<file path="config.mk">
export PLATFORM = sky130hd
export DESIGN_NAME = prio_enc_rr_flat
export DESIGN_NICKNAME = d
export VERILOG_FILES = /design/src/rtl/prio_enc_rr_pkg.sv /design/src/rtl/prio_enc_rr_if.sv /design/src/rtl/prio_enc_rr_core.sv /design/src/rtl/prio_enc_rr.sv /design/src/flat_wrapper.sv
export SDC_FILE = /design/constraint.sdc
export NUM_CORES = 1
export LEC_CHECK = 0
export ABC_AREA = 1
export BUFFER_PORTS_ARGS = -buffer_cell sky130_fd_sc_hd__buf_2
export CORE_AREA = 4 4 41 43
export CTS_CLUSTER_DIAMETER = 30
export CTS_CLUSTER_SIZE = 12
export DETAILED_ROUTE_END_ITERATION = 6
export DIE_AREA = 0 0 45 47
export MAX_ROUTING_LAYER = met4
export PLACE_DENSITY = 0.46
export SYNTH_ARGS = -nofsm -noshare
export SYNTH_HDL_FRONTEND = slang
export SYNTH_SLANG_ARGS = --single-unit
</file>
<file path="constraint.sdc">
create_clock -name clk -period 3 [get_ports clk]
set_clock_uncertainty 0.2 [all_clocks]
set_input_delay 0.3 -clock clk [delete_from_list [all_inputs] [get_ports clk]]
set_output_delay 0.3 -clock clk [all_outputs]
set_load 0.01 [all_outputs]
</file>
<file path="src/rtl/prio_enc_rr_pkg.sv">
// prio_enc_pkg: priority mode constants and the wrapping decrement shared by scan and pointer update.
package prio_enc_pkg;
    localparam int PRIO_FIXED = 0;
    localparam int PRIO_RR = 1;
    function automatic int wrap_dec(input int idx, input int n);
        return (idx == 0) ? n - 1 : idx - 1;
    endfunction
endpackage

</file>
<file path="src/rtl/prio_enc_rr_if.sv">
// prio_enc_rr_if: request/result handshake bundle; out_onehot exists only with PRIO_ENC_RR_ONEHOT_EN.
interface prio_enc_rr_if #(
    parameter int N = 8,
    localparam int IDX_W = $clog2(N)
);
    logic en;
    logic [N-1:0] req;
    logic in_valid;
    logic in_ready;
    logic out_valid;
    logic out_ready;
    logic [IDX_W-1:0] out_idx;
    logic out_any;
`ifdef PRIO_ENC_RR_ONEHOT_EN
    logic [N-1:0] out_onehot;
`endif
    modport master (
        output en, req, in_valid, out_ready,
        input in_ready, out_valid, out_idx, out_any
`ifdef PRIO_ENC_RR_ONEHOT_EN
        , input out_onehot
`endif
    );
    modport slave (
        input en, req, in_valid, out_ready,
        output in_ready, out_valid, out_idx, out_any
`ifdef PRIO_ENC_RR_ONEHOT_EN
        , output out_onehot
`endif
    );
endinterface

</file>
<file path="src/rtl/prio_enc_rr_core.sv">
// prio_enc_core: combinational downward scan from start, wrapping 0 -> N-1; first set bit wins.
module prio_enc_core
    import prio_enc_pkg::*;
#(
    parameter int N = 8,
    localparam int IDX_W = $clog2(N)
) (
    input  logic [N-1:0]     req,
    input  logic [IDX_W-1:0] start,
    output logic [IDX_W-1:0] idx,
    output logic             any
);
    always_comb begin
        logic [IDX_W-1:0] p;
        idx = '0;
        any = 1'b0;
        p = start;
        for (int k = 0; k < N; k++) begin
            if (!any && req[p]) begin
                idx = p;
                any = 1'b1;
            end
            p = IDX_W'(wrap_dec(32'(p), N));
        end
    end
endmodule

</file>
<file path="src/rtl/prio_enc_rr.sv">
// prio_enc_rr: registered N-input priority encoder, fixed or round-robin, valid/ready handshake.
// Optional registered one-hot winner output with PRIO_ENC_RR_ONEHOT_EN.
module prio_enc_rr
    import prio_enc_pkg::*;
#(
    parameter int N = 8,
    parameter int ROTATE = PRIO_FIXED,
    localparam int IDX_W = $clog2(N)
) (
    input logic clk,
    input logic rst,
    prio_enc_rr_if.slave bus
);
    logic [IDX_W-1:0] ptr, start, idx;
    logic any, cap;
    assign bus.in_ready = bus.en && (!bus.out_valid || bus.out_ready);
    assign cap = bus.in_valid && bus.in_ready;
    assign start = (ROTATE == PRIO_RR) ? ptr : IDX_W'(N - 1);
    prio_enc_core #(.N(N)) u_core (.req(bus.req), .start(start), .idx(idx), .any(any));
    // ptr only moves past a real winner, so it stays within 0..N-1 for any N
    always_ff @(posedge clk or posedge rst) begin
        if (rst) begin
            bus.out_valid <= 1'b0;
            bus.out_idx <= '0;
            bus.out_any <= 1'b0;
            ptr <= IDX_W'(N - 1);
`ifdef PRIO_ENC_RR_ONEHOT_EN
            bus.out_onehot <= '0;
`endif
        end else if (cap) begin
            bus.out_valid <= 1'b1;
            bus.out_idx <= idx;
            bus.out_any <= any;
            if (any) ptr <= IDX_W'(wrap_dec(32'(idx), N));
`ifdef PRIO_ENC_RR_ONEHOT_EN
            bus.out_onehot <= any ? (N'(1) << idx) : '0;
`endif
        end else if (bus.out_ready) begin
            bus.out_valid <= 1'b0;
        end
    end
endmodule

</file>
<file path="src/flat_wrapper.sv">
// flat-port wrapper written by rule: the top's interface ports become plain ports
module prio_enc_rr_flat import prio_enc_pkg::*;
#(
    parameter int N = 8,
    parameter int ROTATE = PRIO_FIXED,
    localparam int IDX_W = $clog2(N)
)
  (clk, rst, bus_en, bus_req, bus_in_valid, bus_out_ready, bus_in_ready, bus_out_valid, bus_out_idx, bus_out_any);
  prio_enc_rr_if #(.N(N)) bus_i ();
  input logic clk;
  input logic rst;
  input wire logic [$bits(bus_i.en)-1:0] bus_en;
  input wire logic [$bits(bus_i.req)-1:0] bus_req;
  input wire logic [$bits(bus_i.in_valid)-1:0] bus_in_valid;
  input wire logic [$bits(bus_i.out_ready)-1:0] bus_out_ready;
  output wire logic [$bits(bus_i.in_ready)-1:0] bus_in_ready;
  output wire logic [$bits(bus_i.out_valid)-1:0] bus_out_valid;
  output wire logic [$bits(bus_i.out_idx)-1:0] bus_out_idx;
  output wire logic [$bits(bus_i.out_any)-1:0] bus_out_any;
  assign bus_i.en = bus_en;
  assign bus_i.req = bus_req;
  assign bus_i.in_valid = bus_in_valid;
  assign bus_i.out_ready = bus_out_ready;
  assign bus_in_ready = bus_i.in_ready;
  assign bus_out_valid = bus_i.out_valid;
  assign bus_out_idx = bus_i.out_idx;
  assign bus_out_any = bus_i.out_any;
  prio_enc_rr #(.N(N), .ROTATE(ROTATE)) u_core (.clk(clk), .rst(rst), .bus(bus_i));
endmodule
</file>
; Word-level counts from Yosys, hierarchy flattened
; Cells that the tools add are included.
[totals]
wordCells = 40
out_inout_bits = 6
input_bits = 13
ff_bits = 5
[classes]
n_mux = 18
reduce_logical = 19
[op_table]
columns = cell, n
row1 = $mux W3, 8
row2 = $mux W1, 10
row3 = $logic_and A1 B1 Y1, 9
row4 = $logic_not A1 Y1, 8
row5 = $reduce_bool A2 Y1, 1
row6 = $logic_or A1 B1 Y1, 1

; Logic depth before layout (Yosys ltp)
; Gate-level depths: netlist (run 1).
[depth]
word_depth = 22
ltp_mapped = 7
mapped_depth_nobuf = 7

; By module
; From an unflattened synthesis (run 1), not the netlist that was laid out.
[hier_totals]
cells_unflattened = 244
hier_area_um2 = 1410.1
[modules_own_cells]
columns = module, area_each_um2, instances, seq_area_each_um2, cells_per_inst
row1 = prio_enc_core, 1191.1, 1, 0.0, 220
row2 = prio_enc_rr, 219.0, 1, 125.1, 24

; Worst setup path after synthesis (run 1)
; No wires, ideal clock.
[synth_path]
path_kind = register to register
from = reg u_core.bus.out_valid
to = reg u_core.bus.out_any
n_path_buf = 0
setup_time_ps = 121
synth_period_minus_slack_ps = 1300
slack_ps = 1700
required_time_ps = 2679
stages_incl_launch_ff = 7
arrival_time_ps = 979
cell_sequence = dfrtp_1 inv_1 nor2_1 nor2_2 nand2_2 o21ai_0 nand2_1
[synth_between]
elab_chain_cells = 4
[synth_lines]
columns = item, line
row1 = "start, declared", prio_enc_rr_if.sv:26  ; output in_ready, out_valid, out_idx, out_any
row2 = "start signal, assigned", prio_enc_rr.sv:23  ; bus.out_valid <= 1'b0;
row3 = "start signal, assigned", prio_enc_rr.sv:31  ; bus.out_valid <= 1'b1;
row4 = "start signal, assigned", prio_enc_rr.sv:39  ; bus.out_valid <= 1'b0;
row5 = $logic_not A1 Y1, prio_enc_rr.sv:16  ; assign bus.in_ready = bus.en && (!bus.out_valid || bus.out_ready);
row6 = $logic_or A1 B1 Y1, prio_enc_rr.sv:16
row7 = $logic_and A1 B1 Y1, prio_enc_rr.sv:16
row8 = net bus_in_ready, flat_wrapper.sv:16  ; output wire logic [$bits(bus_i.in_ready)-1:0] bus_in_ready;
row9 = $logic_and A1 B1 Y1, prio_enc_rr.sv:17  ; assign cap = bus.in_valid && bus.in_ready;
row10 = "end signal, assigned", prio_enc_rr.sv:33  ; bus.out_any <= any;
row11 = "end, declared", prio_enc_rr_if.sv:26
; The timed path passes the listed nets, and every way through them passes these cells.
; A chain may end at the register's enable or synchronous reset.

; Final worst setup path (run 1)
[layout_path]
from = reg u_core.bus.out_valid
to = out bus_in_ready
[layout_between]
elab_chain_cells = 3
[layout_lines]
columns = item, line
row1 = $logic_not A1 Y1, prio_enc_rr.sv:16
row2 = $logic_or A1 B1 Y1, prio_enc_rr.sv:16
row3 = $logic_and A1 B1 Y1, prio_enc_rr.sv:16
row4 = "end, declared", flat_wrapper.sv:16
; Every way passes these cells.

==> results of run 1 <==
## how the worst min path moves through the flow
stage                                  endpoint          start  cells after the start  slack, ns
after floorplan              u_core.bus.out_any            rst                      1      -0.12
after global placement       u_core.bus.out_any            rst                      2      0.008
after detailed placement  u_core.bus.out_idx[2]            rst                      2       0.01
after CTS                  u_core.bus.out_valid  bus_out_ready                      2       0.06
after global routing       u_core.bus.out_valid  bus_out_ready                      2       0.07
final                      u_core.bus.out_valid  bus_out_ready                      2       0.07
## cells in the mapped netlist
cell     count  area [um^2]
o21ai_1      1         5.00
nand2_1     14         52.6
nor3_1       1         5.00
inv_1        7         26.3
nand2_2      2         12.5
inv_2        1         3.75
nor2_2       3         18.8
o21ai_0      3         15.0
nand3_1      2         10.0
a21oi_1      1         5.00
dfrtp_1      5          125
nor2_1       2         7.51
## routing by layer
metal	vias up	GRT usage [%]	share of wire, %
li1	174	-	-
met1	108	8.53	45
met2	20	11.0	35
met3	4	1.15	15
met4	0	10.5	4.6
met5	-	-	0
## through the flow
stage	total power, uW	cells
global placement	132	75
floorplan	108	42
detailed placement	132	75
finish	208	80
global route	225	80
CTS	213	80
## sequential cells by signal (all words and copies together), names as in the netlist
name / cells
u_core.bus.out_idx: 3
u_core.bus.out_any: 1
u_core.bus.out_valid: 1
## where the power goes
part	leakage [uW]	internal [uW]	switching (uW)
clock network	0.0000150	50.2	26.9
registers	0.0000578	77.5	4.26
logic	0.000179	21.9	27.3
total	0.000252	150	58.5
## cell type report
cell class | count | area (um^2) | area share [%]
inverter | 8 | 30.0 | 6.96
multi-input combinational | 29 | 131 | 30.4
clock buffer | 4 | 26.3 | 6.09
sequential | 5 | 125 | 29.0
timing repair buffer | 19 | 100 | 23.2
tap | 15 | 18.8 | 4.35
## kinds of logic after synthesis
logic type	after synthesis	share of synthesized area [%]
buffers and inverters	8	10.5
AO/OA/AOI/OAI	5	8.73
AND/OR/NAND/NOR	24	37.1
flip-flops	5	43.7
==> run_results.csv, run 1 <==
group,metric,value,unit
final_layout,postLayoutCoreUtil,33.2,%
sta,finalSetupTns,0,ns
synth,synth-seq-cells,5,
placement,place_area,395,um^2
final_layout,layout_commonest_cell,"buf_2",
die,dieArea,2120,um^2
die,die_x,45,um
setup_path,reg2regPathDepth,6,
setup_path,worstPathRequired,2.50,ns
global_route,overflow,0,
routing,drt-pass1-iter-count,4,
synth,synthCells,42,
sta,slew_headroom,87.2,%
global_route,grt.total_usage,7.95,%
setup_path,end_kind,"primary output",
clock_network,post_cts_buffers,0,
synth,postSynthAreaPerCell,6.82,um^2
sta,tightest_slew,0.190,ns
die,initial_core_util,22.0,%
setup_path,slowest_stage,"dfrtp_1",
power,pwr_density_cell,482,nW/um^2
routing,vias_per_cell,3.83,
sta,layout_min_cycle_time,1.45,ns
setup_path,max_stage_delay,0.36,ns
synth,netlist_area,287,um^2
die,die_y,47,um
global_route,grt_max_degree,8,
synth,syn-num-nets,55,
clock_network,cts.path.max_buffers,2,
final_layout,final_nets,79,
final_layout,areaGrowthSynthToFinish,50.7,%
clock_network,clock_latency,0.24,ns
die,ioPinCount,19,
global_route,grt_pass1_wl,1090,um
sta,rsz0062_at_grt,"no",
setup_path,worstPathMaxFanout,2,
power,leakage,0.000252,uW
clock_network,clk_pin_slew,0.04,ns
setup_path,cp-endpoint,"bus_in_ready",
routing,vias,306,
die,std_cell_rows,13,
synth,yosys.cell_types.count,12,
placement,gp_congestion,0.668,
setup_path,critPathKind,"register to primary output",
run_status,status,"finished, final reports clean",
clock_network,root_buffer,"clkbuf_4",
final_layout,drive_gt1_share,41.5,%
clock_network,cts_tree,"built",
sta,whs,0.0684,ns
final_layout,antenna_cells,0,
placement,pre_cts_ws,1.71,ns
final_layout,finalInstanceArea,432,um^2
job,cap_violations,0,
routing,ant_nets,0,
sta,setup_violations,0,
synth,synth.yosys.seq_area_share,43.7,%
placement,port_buffers,18,
setup_path,critPathBufInv,2,
power,vdd_ir_drop_max,0.145,mV
synth,yosysWarnings,0,
routing,drc_errors,0,
setup_path,cp-start-kind,"register",
final_layout,layout_common_cells,"buf_2, nand2_1, inv_1",
setup_path,crit_path_cell_trace,"inv_1 -> nor2_1 -> nor2_2 -> buf_2",
clock_network,htreeDepth,1,
setup_path,startpoint,"u_core.bus.out_valid",
sta,hold_viol_final,0,
setup_path,crit_cells,4,
routing,routed_wl,658,um
clock_network,cts_resized,0,
sta,period_share,48.3,%
final_layout,n_fill_cell,152,
global_route,antenna_found_initial,0,
routing,drtIter0Drc,5,
sta,worst_slack,1.55,ns
setup_path,cp.arrival,0.95,ns
setup_path,r2r_slack,1.72,ns
sta,fmax,691,MHz
setup_path,r2r_start,"u_core.bus.out_valid",
clock_network,holdBufCountCts,1,
setup_path,path_delay_family,"flip-flops",
setup_path,r2r-end,"u_core.bus.out_any",
hold_path,min_path_type,"primary input to register",
clock_network,clock-sinks,5,
clock_network,cts_buffers,3,
die,core,1300,um^2
routing,routedWlPerCell,8.23,um
sta,slew_violations,0,
global_route,first_global_vias,296,
(Power assumes the default switching activity.)
==> inputs of run 2 (changes only) <==
- PLACE_DENSITY: 0.46 -> 0.47
- clock period: 3 -> 1.3 ns (I/O delays scaled with it)
==> run 2 against run 1 <==
Compared with the run above:
- wire length increased by 20%
- non-clock buffer count rose by 4
- cell area grew 16%
- critical path depth is the same
==> run_results.csv, run 2 (same netlist as run 1, synthesis figures left out) <==
group,metric,value,unit
routing,routed_wl,789,um
hold_path,min_path_type,"primary input to register",
setup_path,worstPathMaxFanout,2,
placement,dp_hpwl,564,um
final_layout,top_register,"u_core.bus.out_idx",
run_status,status,"finished, final reports clean",
final_layout,reg_top3,"u_core.bus.out_idx x3, u_core.bus.out_any x1, u_core.bus.out_valid x1",
final_layout,n_fill_cell,154,
setup_path,crit_path_cell_trace,"inv_2 -> nor2_2 -> nor2_2 -> buf_2",
global_route,first_global_vias,301,
job,cap_violations,0,
placement,port_buffers,18,
routing,vias,331,
setup_path,end_kind,"primary output",
placement,gp_congestion,0.689,
setup_path,crit_top_cell,"nor2_2",
die,die_x,45,um
sta,layout_min_cycle_time,1.29,ns
die,die_y,47,um
setup_path,slowest_stage,"dfrtp_1",
power,leakage,0.000274,uW
routing,ant_nets,0,
final_layout,drive_gt1_share,49.3,%
setup_path,cp-start-kind,"register",
clock_network,cts_buffers,3,
final_layout,multi_input_area,161,um^2
placement,place_area,395,um^2
setup_path,max_stage_delay,0.39,ns
global_route,grt.total_usage,8.93,%
clock_network,cts.path.max_buffers,2,
final_layout,seq_area,125,um^2
die,std_cell_rows,13,
setup_path,worstPathRequired,0.97,ns
sta,slew_headroom,86.3,%
placement,pre_cts_ws,0.0323,ns
routing,routedWlPerCell,9.39,um
clock_network,htreeDepth,1,
die,core,1300,um^2
final_layout,final_nets,83,
sta,hold_viol_final,0,
routing,drc_errors,0,
sta,rsz0062_at_grt,"yes",
power,vdd_ir_drop_max,0.291,mV
clock_network,clock-sinks,5,
routing,vias_per_cell,3.94,
final_layout,layout_common_cells,"buf_2, nand2_1, inv_1",
final_layout,layout_commonest_cell,"buf_2",
setup_path,cp.arrival,0.96,ns
die,initial_core_util,22.0,%
clock_network,root_buffer,"clkbuf_4",
global_route,grt_max_degree,8,
final_layout,largest_register_ffs,3,
global_route,overflow,0,
final_layout,finalInstanceArea,502,um^2
setup_path,path_delay_family,"flip-flops",
global_route,grt_pass1_wl,1240,um
global_route,antenna_found_initial,0,
clock_network,clock_latency,0.24,ns
sta,worst_slack,0.0137,ns
power,pwr_density_cell,1010,nW/um^2
routing,drtIter0Drc,5,
clock_network,cts_tree,"built",
die,ioPinCount,19,
sta,slew_violations,0,
sta,period_share,98.9,%
final_layout,antenna_cells,0,
sta,tightest_slew,0.203,ns
sta,fmax,777,MHz
sta,finalSetupTns,0,ns
sta,setup_violations,0,
clock_network,clk_pin_slew,0.04,ns
routing,drt-pass1-iter-count,4,
setup_path,critPathKind,"register to primary output",
setup_path,critPathBufInv,2,
final_layout,areaGrowthSynthToFinish,75.1,%
die,dieArea,2120,um^2
-- run 2: changes by cell type in the layout (fill, tap and decap cells not counted), sizes merged --
cell | previous run | this run
dlygate4sd3 | 1 | 4
buf | 18 | 19
-- run 2: cell type report --
| cell class | instances | area share [%] |
|---|---|---|
| Tap cell | 15 | 3.74 |
| Timing Repair Buffer | 23 | 27.4 |
| Clock buffer | 4 | 5.24 |
| Sequential cell | 5 | 24.9 |
| Multi-Input combinational cell | 29 | 32.2 |
| Inverter | 8 | 6.48 |
-- run 2: worst paths after layout --
| check | from | endpoint | slack (ns) | cells past startpoint |
|---|---|---|---|---|
| min in group asynchronous | rst | u_core.bus.out_idx[2] | 0.13 | 3 |
| worst max register to register | u_core.bus.out_valid | u_core.bus.out_any | 0.02 | 7 |
| worst min register to register | u_core.bus.out_idx[1] | u_core.bus.out_idx[1] | 0.27 | 2 |
| worst min-delay path | bus_req[2] | u_core.bus.out_any | 0.02 | 5 |
| worst max-delay path | u_core.bus.out_valid | bus_in_ready | 0.01 | 4 |
| max in group asynchronous | rst | u_core.bus.out_any | 0.59 | 3 |
-- run 2: per-stage QoR --
stage                     hold slack (ns)  util (%)  power [uW]  instances
after floorplan                    -0.291         -         250         42
after global placement             -0.160      30.4         305         75
after detailed placement           -0.156      30.4         306         75
after CTS                         -0.0837      34.7         497         82
after global routing               0.0414      38.6         553         84
final                              0.0204      38.6         509         84
-- run 2: repair_timing --
item / CTS / global route
gates resized for setup: 0 / 11
cloned: 0 / 0
pin swaps: 0 / 2
endpoints found under the hold margin: 7 / 1
hold buffers: 3 / 1
setup buffers: 0 / 1
setup endpoints to repair: 1 / 4
-- run 2: routing by layer --
metal	global-route usage, %	wire length, um	up-vias	part of all wire, %
li1	-	-	182	-
met1	10.1	327	127	41
met2	12.1	347	20	44
met3	2.68	91	2	12
met4	8.77	23	0	2.9
met5	-	0	-	0
-- run 2: where the power goes --
part	leakage [uW]	internal (uW)	switching (uW)
Clock	0.0000150	116	61.2
Sequential	0.0000578	179	11.0
Combinational	0.000201	65.6	76.5
Total	0.000274	360	149
-- run 2: worst min-delay path, cell delays in order --
cell	delay, ns
buf_2	0.07
inv_1	0.05
nand2_1	0.08
o21ai_2	0.05
nand2_1	0.04
